`config.mk`:
```
export PLATFORM = sky130hd
export DESIGN_NAME = instr_sequencer
export DESIGN_NICKNAME = d
export VERILOG_FILES = /design/src/rtl/instr_sequencer_pkg.sv /design/src/rtl/instr_sequencer_decoder.sv /design/src/rtl/instr_sequencer.sv
export SDC_FILE = /design/constraint.sdc
export NUM_CORES = 1
export LEC_CHECK = 0
export BUFFER_PORTS_ARGS = -buffer_cell sky130_fd_sc_hd__clkbuf_2
export CORE_MARGIN = 4
export CORE_UTILIZATION = 40
export DETAILED_ROUTE_END_ITERATION = 16
export PLACE_DENSITY = 0.7
export SETUP_SLACK_MARGIN = 0.02
export SYNTH_ARGS = -nofsm -noshare
export SYNTH_HDL_FRONTEND = slang
export SYNTH_SLANG_ARGS = --single-unit
```
`constraint.sdc`:
```
create_clock -name clk -period 1.6 [get_ports clk]
set_input_delay 0.08 -clock clk [delete_from_list [all_inputs] [get_ports clk]]
set_output_delay 0.08 -clock clk [all_outputs]
set_load 0.01 [all_outputs]
```
`src/rtl/instr_sequencer_pkg.sv`:
```
// Shared types for the picoMIPS control side: opcodes, sequencer states and ALU functions.
package cpuConfig;

    typedef enum logic [2:0] {
        OP_NOP  = 3'd0,
        OP_ADD  = 3'd1,
        OP_ADDI = 3'd2,
        OP_SUB  = 3'd3,
        OP_MUL  = 3'd4,
        OP_MULI = 3'd5,
        OP_IN   = 3'd6,
        OP_J    = 3'd7
    } opcode_t;

    typedef enum logic [1:0] {
        FETCH        = 2'd0,
        EXEC         = 2'd1,
        WAIT_PRESS   = 2'd2,
        WAIT_RELEASE = 2'd3
    } seqState_t;

    typedef enum logic [1:0] {
        ALU_ADD    = 2'd0,
        ALU_SUB    = 2'd1,
        ALU_MUL    = 2'd2,
        ALU_PASS_B = 2'd3
    } aluFunc_t;

    localparam int GO_BIT = 8;

endpackage

```
`src/rtl/instr_sequencer_decoder.sv`:
```
// Combinational instruction decoder: splits the instruction register into fields
// and derives the ALU control lines.
module instr_decoder
    import cpuConfig::*;
#(
    parameter  int N       = 8,
    parameter  int R_SIZE  = 3,
    localparam int I_WIDTH = 3 + 2 * R_SIZE + N
) (
    input  logic [I_WIDTH-1:0] ir,
    output opcode_t            opcode,
    output aluFunc_t           alu_func,
    output logic               alu_immediate,
    output logic               imm_switches,
    output logic [R_SIZE-1:0]  op_d,
    output logic [R_SIZE-1:0]  op_s,
    output logic [N-1:0]       op_t
);

    assign opcode = opcode_t'(ir[I_WIDTH-1 -: 3]);
    assign op_d   = ir[N+2*R_SIZE-1 -: R_SIZE];
    assign op_s   = ir[N+R_SIZE-1 -: R_SIZE];
    assign op_t   = ir[N-1:0];

    // NOP and J still present ALU_ADD so the data path sees a benign operation.
    always_comb begin
        alu_func      = ALU_ADD;
        alu_immediate = 1'b0;
        imm_switches  = 1'b0;
        case (opcode)
            OP_ADD:  alu_func = ALU_ADD;
            OP_ADDI: begin
                alu_func      = ALU_ADD;
                alu_immediate = 1'b1;
            end
            OP_SUB:  alu_func = ALU_SUB;
            OP_MUL:  alu_func = ALU_MUL;
            OP_MULI: begin
                alu_func      = ALU_MUL;
                alu_immediate = 1'b1;
            end
            OP_IN: begin
                alu_func      = ALU_PASS_B;
                alu_immediate = 1'b1;
                imm_switches  = 1'b1;
            end
            default: alu_func = ALU_ADD;
        endcase
    end

endmodule

```
`src/rtl/instr_sequencer.sv`:
```
// picoMIPS instruction sequencer: pc, IR, fetch/execute FSM and go-button handshake.
// Define SWITCH_SYNC_EN to pass the go button through a 2-flop synchroniser.
module instr_sequencer
    import cpuConfig::*;
#(
    parameter  int N       = 8,
    parameter  int A_SIZE  = 3,
    parameter  int R_SIZE  = 3,
    localparam int I_WIDTH = 3 + 2 * R_SIZE + N
) (
    input  logic               clk,
    input  logic               nReset,
    output logic [A_SIZE-1:0]  pc,
    input  logic [I_WIDTH-1:0] instr,
    input  logic [9:0]         switchesIn,
    output logic               writeReg,
    output aluFunc_t           aluFunc,
    output logic               aluImmediate,
    output logic               immSwitches,
    output logic [R_SIZE-1:0]  opD,
    output logic [R_SIZE-1:0]  opS,
    output logic [N-1:0]       opT,
    output logic               waitingInput
);

    seqState_t           state, state_next;
    logic [A_SIZE-1:0]   pc_next;
    logic [I_WIDTH-1:0]  ir;
    opcode_t             opcode;
    logic                go;

    // Switch data travels through the data path; only the go bit is consumed here.
    logic unused_switches;
    assign unused_switches = ^{switchesIn[9], switchesIn[7:0]};

`ifdef SWITCH_SYNC_EN
    logic go_meta, go_sync;
    always_ff @(posedge clk or negedge nReset) begin
        if (!nReset) begin
            go_meta <= 1'b0;
            go_sync <= 1'b0;
        end else begin
            go_meta <= switchesIn[GO_BIT];
            go_sync <= go_meta;
        end
    end
    assign go = go_sync;
`else
    assign go = switchesIn[GO_BIT];
`endif

    instr_decoder #(.N(N), .R_SIZE(R_SIZE)) u_decoder (
        .ir            (ir),
        .opcode        (opcode),
        .alu_func      (aluFunc),
        .alu_immediate (aluImmediate),
        .imm_switches  (immSwitches),
        .op_d          (opD),
        .op_s          (opS),
        .op_t          (opT)
    );

    always_ff @(posedge clk or negedge nReset) begin
        if (!nReset) begin
            state <= FETCH;
            pc    <= '0;
            ir    <= '0;
        end else begin
            state <= state_next;
            pc    <= pc_next;
            if (state == FETCH) ir <= instr;
        end
    end

    always_comb begin
        state_next   = state;
        pc_next      = pc;
        writeReg     = 1'b0;
        waitingInput = 1'b0;
        case (state)
            FETCH: state_next = EXEC;
            EXEC: begin
                state_next = FETCH;
                case (opcode)
                    OP_NOP: pc_next = pc + 1'b1;
                    OP_J:   pc_next = opT[A_SIZE-1:0];
                    OP_IN:  state_next = WAIT_PRESS;
                    default: begin
                        writeReg = 1'b1;
                        pc_next  = pc + 1'b1;
                    end
                endcase
            end
            WAIT_PRESS: begin
                waitingInput = 1'b1;
                if (go) begin
                    writeReg   = 1'b1;
                    state_next = WAIT_RELEASE;
                end
            end
            // pc only advances once the button is let go, so a held button writes once.
            WAIT_RELEASE: begin
                if (!go) begin
                    pc_next    = pc + 1'b1;
                    state_next = FETCH;
                end
            end
            default: state_next = FETCH;
        endcase
    end

endmodule

```
==> qor.yml, run 1 <==
outcome:
  status: "completed"
synth:
  ys.flop_type: "dfrtp_1"
  synthArstFlopShare_pct: 100
  syn_inst: 99
  synth_area_um2: 1180
  yosysTopAreaCell: "dfrtp_1"
  synth_edf_count: 0
  synth_cell_types: 26
  synth_area_leaders: "dfrtp_1 (47%), mux2_2 (15%), buf_4 (8.9%)"
  synth-seq-cells: 22
  synth_area_per_cell_um2: 11.9
  syn_nets: 133
  netlist.area_leader.share_pct: 46.8
  seq_area_frac_synth_pct: 46.8
  yosysWarnings: 0
  synth_common_cells: "dfrtp_1 (22), mux2_2 (16), buf_4 (14)"
  synth.most_common_cell: "dfrtp_1"
sta:
  post-route-min-period_ns: 1.59
  rsz0062_at_grt: "yes"
  clock_skew_ns: 0.00233
  setup_violations: 0
  hold_viol_final: 0
  tns_ns: 0
  slew_headroom_pct: 64.6
  timing.final.crit_share_pct: 99.1
  max_freq_mhz: 631
  setup_ws_ns: 0.0149
  drv_slew: 0
  worst_slew_pin_slew_ns: 0.532
die:
  die_area_um2: 3880
  row_count: 19
  die_x_um: 62.3
  coreArea_um2: 2780
  start_util_pct: 42.3
  die_h_um: 62.3
  io-pin-count: 52
job:
  maxCapViolations: 0
critical_path:
  crit_required_ns: 1.80
  critPathArrivalTime_ns: 1.78
  crit-reg2reg-capture: "pc[1]"
  critPathCaptureType: "flop"
  worstPathMaxFanout: 3
  timing_worst_setup_path_type: "reg2reg"
  worst_r2r_path_depth: 4
  regToRegSetupSlack_ns: 0.01
  critPathLaunchType: "flop"
finish:
  seqCellArea_um2: 552
  multi_input_area_um2: 503
  post-route-util_pct: 57.2
  nFillCells: 237
  final_cells: 183
  final_area_um2: 1590
  diodes: 0
  syn_to_final_growth_pct: 35.1
  drive_gt1_share_pct: 53.9
  num-nets-final: 187
min_path:
  min_from: "instr[5]"
  whs_endpoint: "ir[5]"
  hold_class: "in2reg"
  min_path_cells: 2
detailed_routing:
  routedWlPerCell_um: 13.8
  avgViaCountPerCell: 4.98
  drt_iter0_drc: 21
  firstDrtPassIters: 4
  drcViolationCount: 0
  drt_wl_total_um: 2520
  vias: 912
  antenna_left: 0
power_and_ir_drop:
  power_density_nw_per_um2: 2010
  p_leak_nw: 0.778
  peakVddDrop_mv: 1.56
placement:
  portBuffers: 42
  dpl.cell_count: 161
  post_dp_cell_area_um2: 1360
  dp_hpwl_um: 1880
  dp_slack_ns: -0.0165
  gp_congestion: 0.793
global_route:
  grt_max_degree: 23
  grt_pass1_wl_um: 4460
  antenna_found_initial: 0
  grt_pass1_vias: 1012
  overflow: 0
  grt_usage_pct: 13.6
clock_tree:
  cts.sinks: 22
  h-tree-depth: 1
  cts-root-buf: "clkbuf_4"
  path_clk_slew_ns: 0.12
  cts_tree: "yes"
  clk_latency_ns: 0.29
  clock_path_buffers: 2
  cts_buffers: 3
layer usage:
metal	global-route usage, %	vias to the layer above	share of wire [%]
met2	25.6	21	54
met4	4.24	0	1.9
met3	2.70	4	4.3
met5	0	-	0
li1	-	437	-
met1	15.0	450	40
worst max-delay path by stage:
stage,end,depth (start not counted)
CTS,pc[1],4
global route,pc[1],4
detailed placement,pc[1],5
floorplan,pc[1],4
finish,pc[1],4
global placement,pc[1],4
power breakdown:
| group | switching (mW) | leakage [nW] | internal (mW) |
|---|---|---|---|
| clock network | 0.158 | 0.0210 | 0.138 |
| logic | 0.854 | 0.498 | 1.01 |
| registers | 0.185 | 0.259 | 0.845 |
layout make-up:
class | count | area share, %
Tap cell | 31 | 2.44
Clock buffer | 4 | 2.28
Multi-Input combinational cell | 55 | 31.6
Inverter | 4 | 0.944
Timing Repair Buffer | 67 | 28.0
Sequential cell | 22 | 34.7
critical path: stages, from the launching register on:
cell and delay, ns:
dfrtp_1 0.42, ha_2 0.20, and4b_4 0.33, mux2_4 0.29, mux2_2 0.25
kinds of logic after synthesis:
kind of cell	Yosys count	synth area share [%]
buf+inv	22	12.3
flops	22	46.8
mux	21	20.0
simple gates	18	8.61
compound gates	10	6.27
fa+ha+maj	5	5.31
xor+xnor	1	0.744
stage by stage:
| step | power, mW | hold slack [ns] |
|---|---|---|
| after floorplan | 2.37 | -0.216 |
| after global placement | 2.72 | 0.0803 |
| after detailed placement | 2.80 | 0.0922 |
| after CTS | 3.22 | 0.000963 |
| after global routing | 3.45 | 0.00344 |
| final | 3.20 | 0.0152 |
cell usage in the layout, fill, tap and decap left out, types with 2 or more instances in the layout:
master	synthesis	final
o2111ai_1	2	2
nor2_1	4	4
nand4b_1	2	2
dlygate4sd3_1	0	14
o21ai_0	3	3
dfrtp_1	22	21
ha_1	5	2
clkbuf_4	0	3
mux2_2	16	16
ha_2	0	2
nand3_1	2	2
mux2i_1	4	4
inv_1	4	3
nor2b_1	2	2
buf_4	14	10
clkbuf_2	0	41
nand2_1	5	5
sequential cells by signal, indices dropped and copies added, names as in the netlist, named ones only:
signal,flops
ir,17
pc,3
state,1
repair_timing:
item,in CTS,in global routing
gates resized for setup,5,2
endpoints found under the hold margin,35,0
cloned,0,0
buffers inserted,3,1
hold buffers,14,0
pin swaps,1,0
endpoints found under the setup margin,2,18
(Power assumes the default switching activity.)
==> run 2: changes to the inputs <==
--- a/config.mk
+++ b/config.mk
@@ -10,6 +10,7 @@
 export CORE_UTILIZATION = 40
 export DETAILED_ROUTE_END_ITERATION = 16
 export PLACE_DENSITY = 0.7
+export REMOVE_ABC_BUFFERS = 1
 export SETUP_SLACK_MARGIN = 0.02
 export SYNTH_ARGS = -nofsm -noshare
 export SYNTH_HDL_FRONTEND = slang
==> qor.yml, run 2 (same netlist as run 1, synthesis figures left out) <==
clock_tree:
  cts_tree: "yes"
  cts_buffers: 3  # unchanged
  clock_path_buffers: 2  # unchanged
  cts-root-buf: "clkbuf_4"
  path_clk_slew_ns: 0.12  # about the same
  cts.sinks: 22  # unchanged
  h-tree-depth: 1  # unchanged
  clk_latency_ns: 0.31  # +0.02 ns
die:
  io-pin-count: 52  # unchanged
  start_util_pct: 42.3  # unchanged
  coreArea_um2: 2780  # unchanged
  row_count: 19  # unchanged
  die_x_um: 62.3  # unchanged
  die_area_um2: 3880  # unchanged
  die_h_um: 62.3  # unchanged
finish:
  mostFrequentLayoutCells: "clkbuf_2 (42), dfrtp_1 (22), dlygate4sd3_1 (17), mux2_2 (16), buf_4 (11)"
  post-route-util_pct: 59.9  # +2.7 points
  final_area_um2: 1670  # +4.8%
  largest_reg_flops: 17  # unchanged
  layout_commonest_cell: "clkbuf_2"
  diodes: 0  # unchanged
  reg_top3: "ir: 17 flops, pc: 3 flops, state: 1 flops"
  num-nets-final: 193  # +3.2%
  syn_to_final_growth_pct: 41.6
  drive_gt1_share_pct: 53.2  # -0.78 points
  final_cells: 189  # +3.3%
  largest-register: "ir"
critical_path:
  crit_path_max_incr_delay_ns: 0.42  # about the same
  regToRegSetupSlack_ns: -0.02  # -0.03 ns
  crit_path_cell_trace: "ha_2 > and4b_4 > mux2_4 > mux2_2"
  worstPathMaxFanout: 5  # +2
  critPathCaptureType: "flop"
  timing_worst_setup_path_type: "reg2reg"
  worst_r2r_path_depth: 4  # unchanged
  crit-reg2reg-capture: "pc[1]"
  crit_required_ns: 1.81  # about the same
  crit_slowest_cell: "dfrtp_1"
  r2r-start: "state[0]"
  critPathArrivalTime_ns: 1.83  # +0.05 ns
  critPathLaunchType: "flop"
detailed_routing:
  routedWlPerCell_um: 12.5  # -9.4%
  vias: 897  # -1.6%
  drcViolationCount: 0  # unchanged
  drt_wl_total_um: 2360  # -6.4%
  avgViaCountPerCell: 4.75  # -4.8%
  antenna_left: 0  # unchanged
  drt_iter0_drc: 24  # +14%
  firstDrtPassIters: 4  # unchanged
sta:
  setup_ws_ns: -0.0193  # -0.0342 ns
  worst_slew_pin_slew_ns: 0.545  # +0.0135 ns
  setup_violations: 1  # +1
  timing.final.crit_share_pct: 101  # +2.1 points
  rsz0062_at_grt: "yes"
  drv_slew: 0  # unchanged
  slew_headroom_pct: 63.6  # -0.90 points
  clock_skew_ns: 0.00505  # +0.00272 ns
  post-route-min-period_ns: 1.62  # +0.0342 ns
  hold_viol_final: 0  # unchanged
  max_freq_mhz: 618  # -2.1%
placement:
  dp_slack_ns: -0.0339  # -0.0174 ns
  dp_hpwl_um: 1710  # -9.0%
  gp_congestion: 0.723  # -8.9%
  post_dp_cell_area_um2: 1380  # +0.92%
  dpl.cell_count: 163  # +1.2%
  portBuffers: 42  # unchanged
job:
  maxCapViolations: 0  # unchanged
global_route:
  grt_max_degree: 23  # unchanged
  grt_usage_pct: 12.8  # -0.78 points
  grt_pass1_vias: 1027  # +1.5%
  overflow: 0  # unchanged
  grt_pass1_wl_um: 4170  # -6.3%
  antenna_found_initial: 0  # unchanged
power_and_ir_drop:
  p_leak_nw: 0.813  # +4.5%
  power_density_nw_per_um2: 1980  # -1.5%
  peakVddDrop_mv: 1.16  # -26%
  finalPower_mw: 3.30  # +3.2%
min_path:
  min_from: "instr[9]"
  whs_endpoint: "ir[9]"
  hold_class: "in2reg"
  min_path_cells: 2  # unchanged
outcome:
  violations: "negative setup slack"
  status: "complete, but fails checks"
## run 2: worst max-delay path: cells and delay by family (launching register included)
kind	cells	cell delay (ns)
adders and majority gates	1	0.21
and+or+nand+nor	1	0.33
muxes	2	0.55
DFF	1	0.42
## run 2: final cells by class
cell class                      instances  area, µm²
Fill cell                             226       1110
Sequential cell                        22        551
Multi-Input combinational cell         55        520
Timing Repair Buffer                   73        505
Tap cell                               31       38.8
Clock buffer                            4       36.3
Inverter                                4       15.0
## run 2: metal layers
layer | track usage [%] | routed length (µm) | vias to the layer above
li1 | - | - | 446
met1 | 14.3 | 981 | 415
met2 | 22.8 | 1190 | 32
met3 | 3.24 | 161 | 4
met4 | 5.57 | 32 | 0
met5 | 0 | 0 | -
## run 2: worst max-delay path by stage
stage	from	endpoint	slack [ns]
floorplan	state[0]	pc[1]	-0.02
global placement	flop	pc[1]	0.003
detailed placement	state[0]	pc[1]	-0.03
CTS	state[0]	pc[1]	-0.02
global route	ir[14]	writeReg	-0.1
finish	state[0]	pc[1]	-0.02
## run 2: through the flow
| stage | setup TNS [ns] | hold slack [ns] |
|---|---|---|
| 3_3_place_gp | 0 | 0.0809 |
| 5_1_grt | -0.195 | -0.00474 |
| 4_1_cts | -0.0288 | 0.000324 |
| 6_report | -0.0193 | 0.0154 |
| 2_1_floorplan | -0.0194 | -0.216 |
| 3_5_place_dp | -0.0339 | 0.0889 |
## run 2: repair_timing
item                                    in CTS  in global routing
hold buffers                                16                  1
buffers inserted                             3                  2
endpoints found under the setup margin       2                  2
pin swaps                                    1                  1
resized for setup                            8                  2
hold endpoints to repair                    37                  1
## run 2: report_power, final
part | total, mW | internal (mW) | switching, mW
Clock | 0.303 | 0.139 | 0.164
Sequential | 1.03 | 0.843 | 0.185
Combinational | 1.97 | 1.11 | 0.855
==> run 3: changes to the inputs <==
--- a/config.mk
+++ b/config.mk
@@ -8,6 +8,7 @@
 export BUFFER_PORTS_ARGS = -buffer_cell sky130_fd_sc_hd__clkbuf_2
 export CORE_MARGIN = 4
 export CORE_UTILIZATION = 40
+export CTS_BUF_LIST = sky130_fd_sc_hd__clkbuf_8
 export DETAILED_ROUTE_END_ITERATION = 16
 export PLACE_DENSITY = 0.7
 export REMOVE_ABC_BUFFERS = 1
==> qor.yml, run 3 (same netlist as run 1, synthesis figures left out) <==
finish:
  post-route-util_pct: 55.0  # -4.9 points
  drive_gt1_share_pct: 60.3  # +7.1 points
  final_cells: 172  # -9.0%
  diodes: 0  # unchanged
  layout_commonest_cell: "clkbuf_2"
  reg_top3: "ir: 17 flops, pc: 3 flops, state: 1 flops"
  mostFrequentLayoutCells: "clkbuf_2 (41), dfrtp_1 (21), mux2_2 (16), buf_4 (10), nand2_1 (5)"
  syn_to_final_growth_pct: 29.9
  largest-register: "ir"
  largest_reg_flops: 17  # unchanged
  num-nets-final: 176  # -8.8%
  final_area_um2: 1530  # -8.3%
sta:
  rsz0062_at_grt: "yes"
  slew_headroom_pct: 63.7  # about the same
  timing.final.crit_share_pct: 101  # -0.31 points
  worst_slew_pin_slew_ns: 0.545  # -0.000761 ns
  setup_ws_ns: -0.0143  # +0.00502 ns
  max_freq_mhz: 619  # +0.31%
  setup_violations: 1  # unchanged
  hold_viol_final: 0  # unchanged
  post-route-min-period_ns: 1.61  # -0.00502 ns
  holdWs_ns: 0.0339  # +0.0185 ns
  clock_skew_ns: 0.00146  # -0.00359 ns
  tns_ns: -0.0143  # +0.00502 ns
  drv_slew: 0  # unchanged
outcome:
  violations: "negative setup slack"
  status: "complete, but fails checks"
global_route:
  antenna_found_initial: 0  # unchanged
  grt_pass1_wl_um: 3970  # -5.0%
  grt_pass1_vias: 967  # -5.8%
  grt_usage_pct: 12.4  # -0.38 points
  overflow: 0  # unchanged
  grt_max_degree: 23  # unchanged
placement:
  gp_congestion: 0.723  # unchanged
  dp_hpwl_um: 1710  # unchanged
  dp_slack_ns: -0.0339  # unchanged
  dpl.cell_count: 163  # unchanged
  post_dp_cell_area_um2: 1380  # unchanged
  portBuffers: 42  # unchanged
critical_path:
  critPathCaptureType: "flop"
  crit-reg2reg-capture: "pc[1]"
  timing_worst_setup_path_type: "reg2reg"
  worst_r2r_path_depth: 4  # unchanged
  worstPathMaxFanout: 5  # unchanged
  critPathLaunchType: "flop"
  regToRegSetupSlack_ns: -0.01  # about the same
  endpoint: "pc[1]"
  crit_required_ns: 1.75  # -0.06 ns
  critPathArrivalTime_ns: 1.76  # -0.07 ns
detailed_routing:
  avgViaCountPerCell: 4.99  # +5.1%
  firstDrtPassIters: 4  # unchanged
  routedWlPerCell_um: 13.7  # +9.8%
  drcViolationCount: 0  # unchanged
  drt_wl_total_um: 2360  # about the same
  antenna_left: 0  # unchanged
  drt_iter0_drc: 24  # unchanged
  vias: 858  # -4.3%
die:
  die_area_um2: 3880  # unchanged
  start_util_pct: 42.3  # unchanged
  io-pin-count: 52  # unchanged
  die_x_um: 62.3  # unchanged
  die_h_um: 62.3  # unchanged
  row_count: 19  # unchanged
  coreArea_um2: 2780  # unchanged
power_and_ir_drop:
  peakVddDrop_mv: 1.21  # +4.0%
  p_leak_nw: 0.749  # -7.9%
  finalPower_mw: 3.37  # +2.2%
  power_density_nw_per_um2: 2200  # +11%
clock_tree:
  cts-root-buf: "clkbuf_8"
  cts.sinks: 22  # unchanged
  path_clk_slew_ns: 0.08  # -0.04 ns
  cts_buffers: 3  # unchanged
  clock_path_buffers: 2  # unchanged
  cts_tree: "yes"
  clk_latency_ns: 0.26  # -0.05 ns
  h-tree-depth: 1  # unchanged
job:
  maxCapViolations: 0  # unchanged
min_path:
  hold_class: "in2reg"
==> run 3: final cells by class <==
class	count	area (µm²)
Clock buffer	4	55.1
Fill cell	243	1250
Inverter	4	15.0
Multi-Input combinational cell	55	531
Sequential cell	22	552
Tap cell	31	38.8
Timing Repair Buffer	56	338
==> run 3: layer usage <==
metal	up-vias	GRT usage [%]	wire length, µm
li1	413	-	-
met1	410	13.5	972
met2	31	21.2	1180
met3	4	3.96	168
met4	0	6.90	34
met5	-	0	0
==> run 3: worst min-delay path by stage <==
stage,to,startpoint,slack [ns],cells after the start
CTS,ir[0],instr[0],0.02,3
global route,ir[0],instr[0],0.02,3
floorplan,async pin,nReset,-0.22,0
global placement,pc[0],nReset,0.08,1
detailed placement,pc[2],nReset,0.09,1
finish,ir[0],instr[0],0.03,3
==> run 3: where the power goes <==
part / leakage (nW) / total [mW] / switching [mW] / internal, mW
Combinational: 0.462 / 1.93 / 0.856 / 1.08
Clock: 0.0288 / 0.395 / 0.176 / 0.219
Sequential: 0.259 / 1.04 / 0.195 / 0.847
Total: 0.749 / 3.37 / 1.23 / 2.14
==> run 3: repair_timing <==
action,4_1_cts,5_1_grt
setup endpoints to repair,2,2
gates resized for setup,6,7
buffers inserted,2,2
hold buffers,1,0
hold endpoints to repair,22,0
pin swaps,1,2
==> run 3: critical path: stages (launching register included) <==
cell     delay, ns
dfrtp_2       0.45
ha_4          0.18
and4b_4       0.33
mux2_4        0.29
mux2_2        0.26
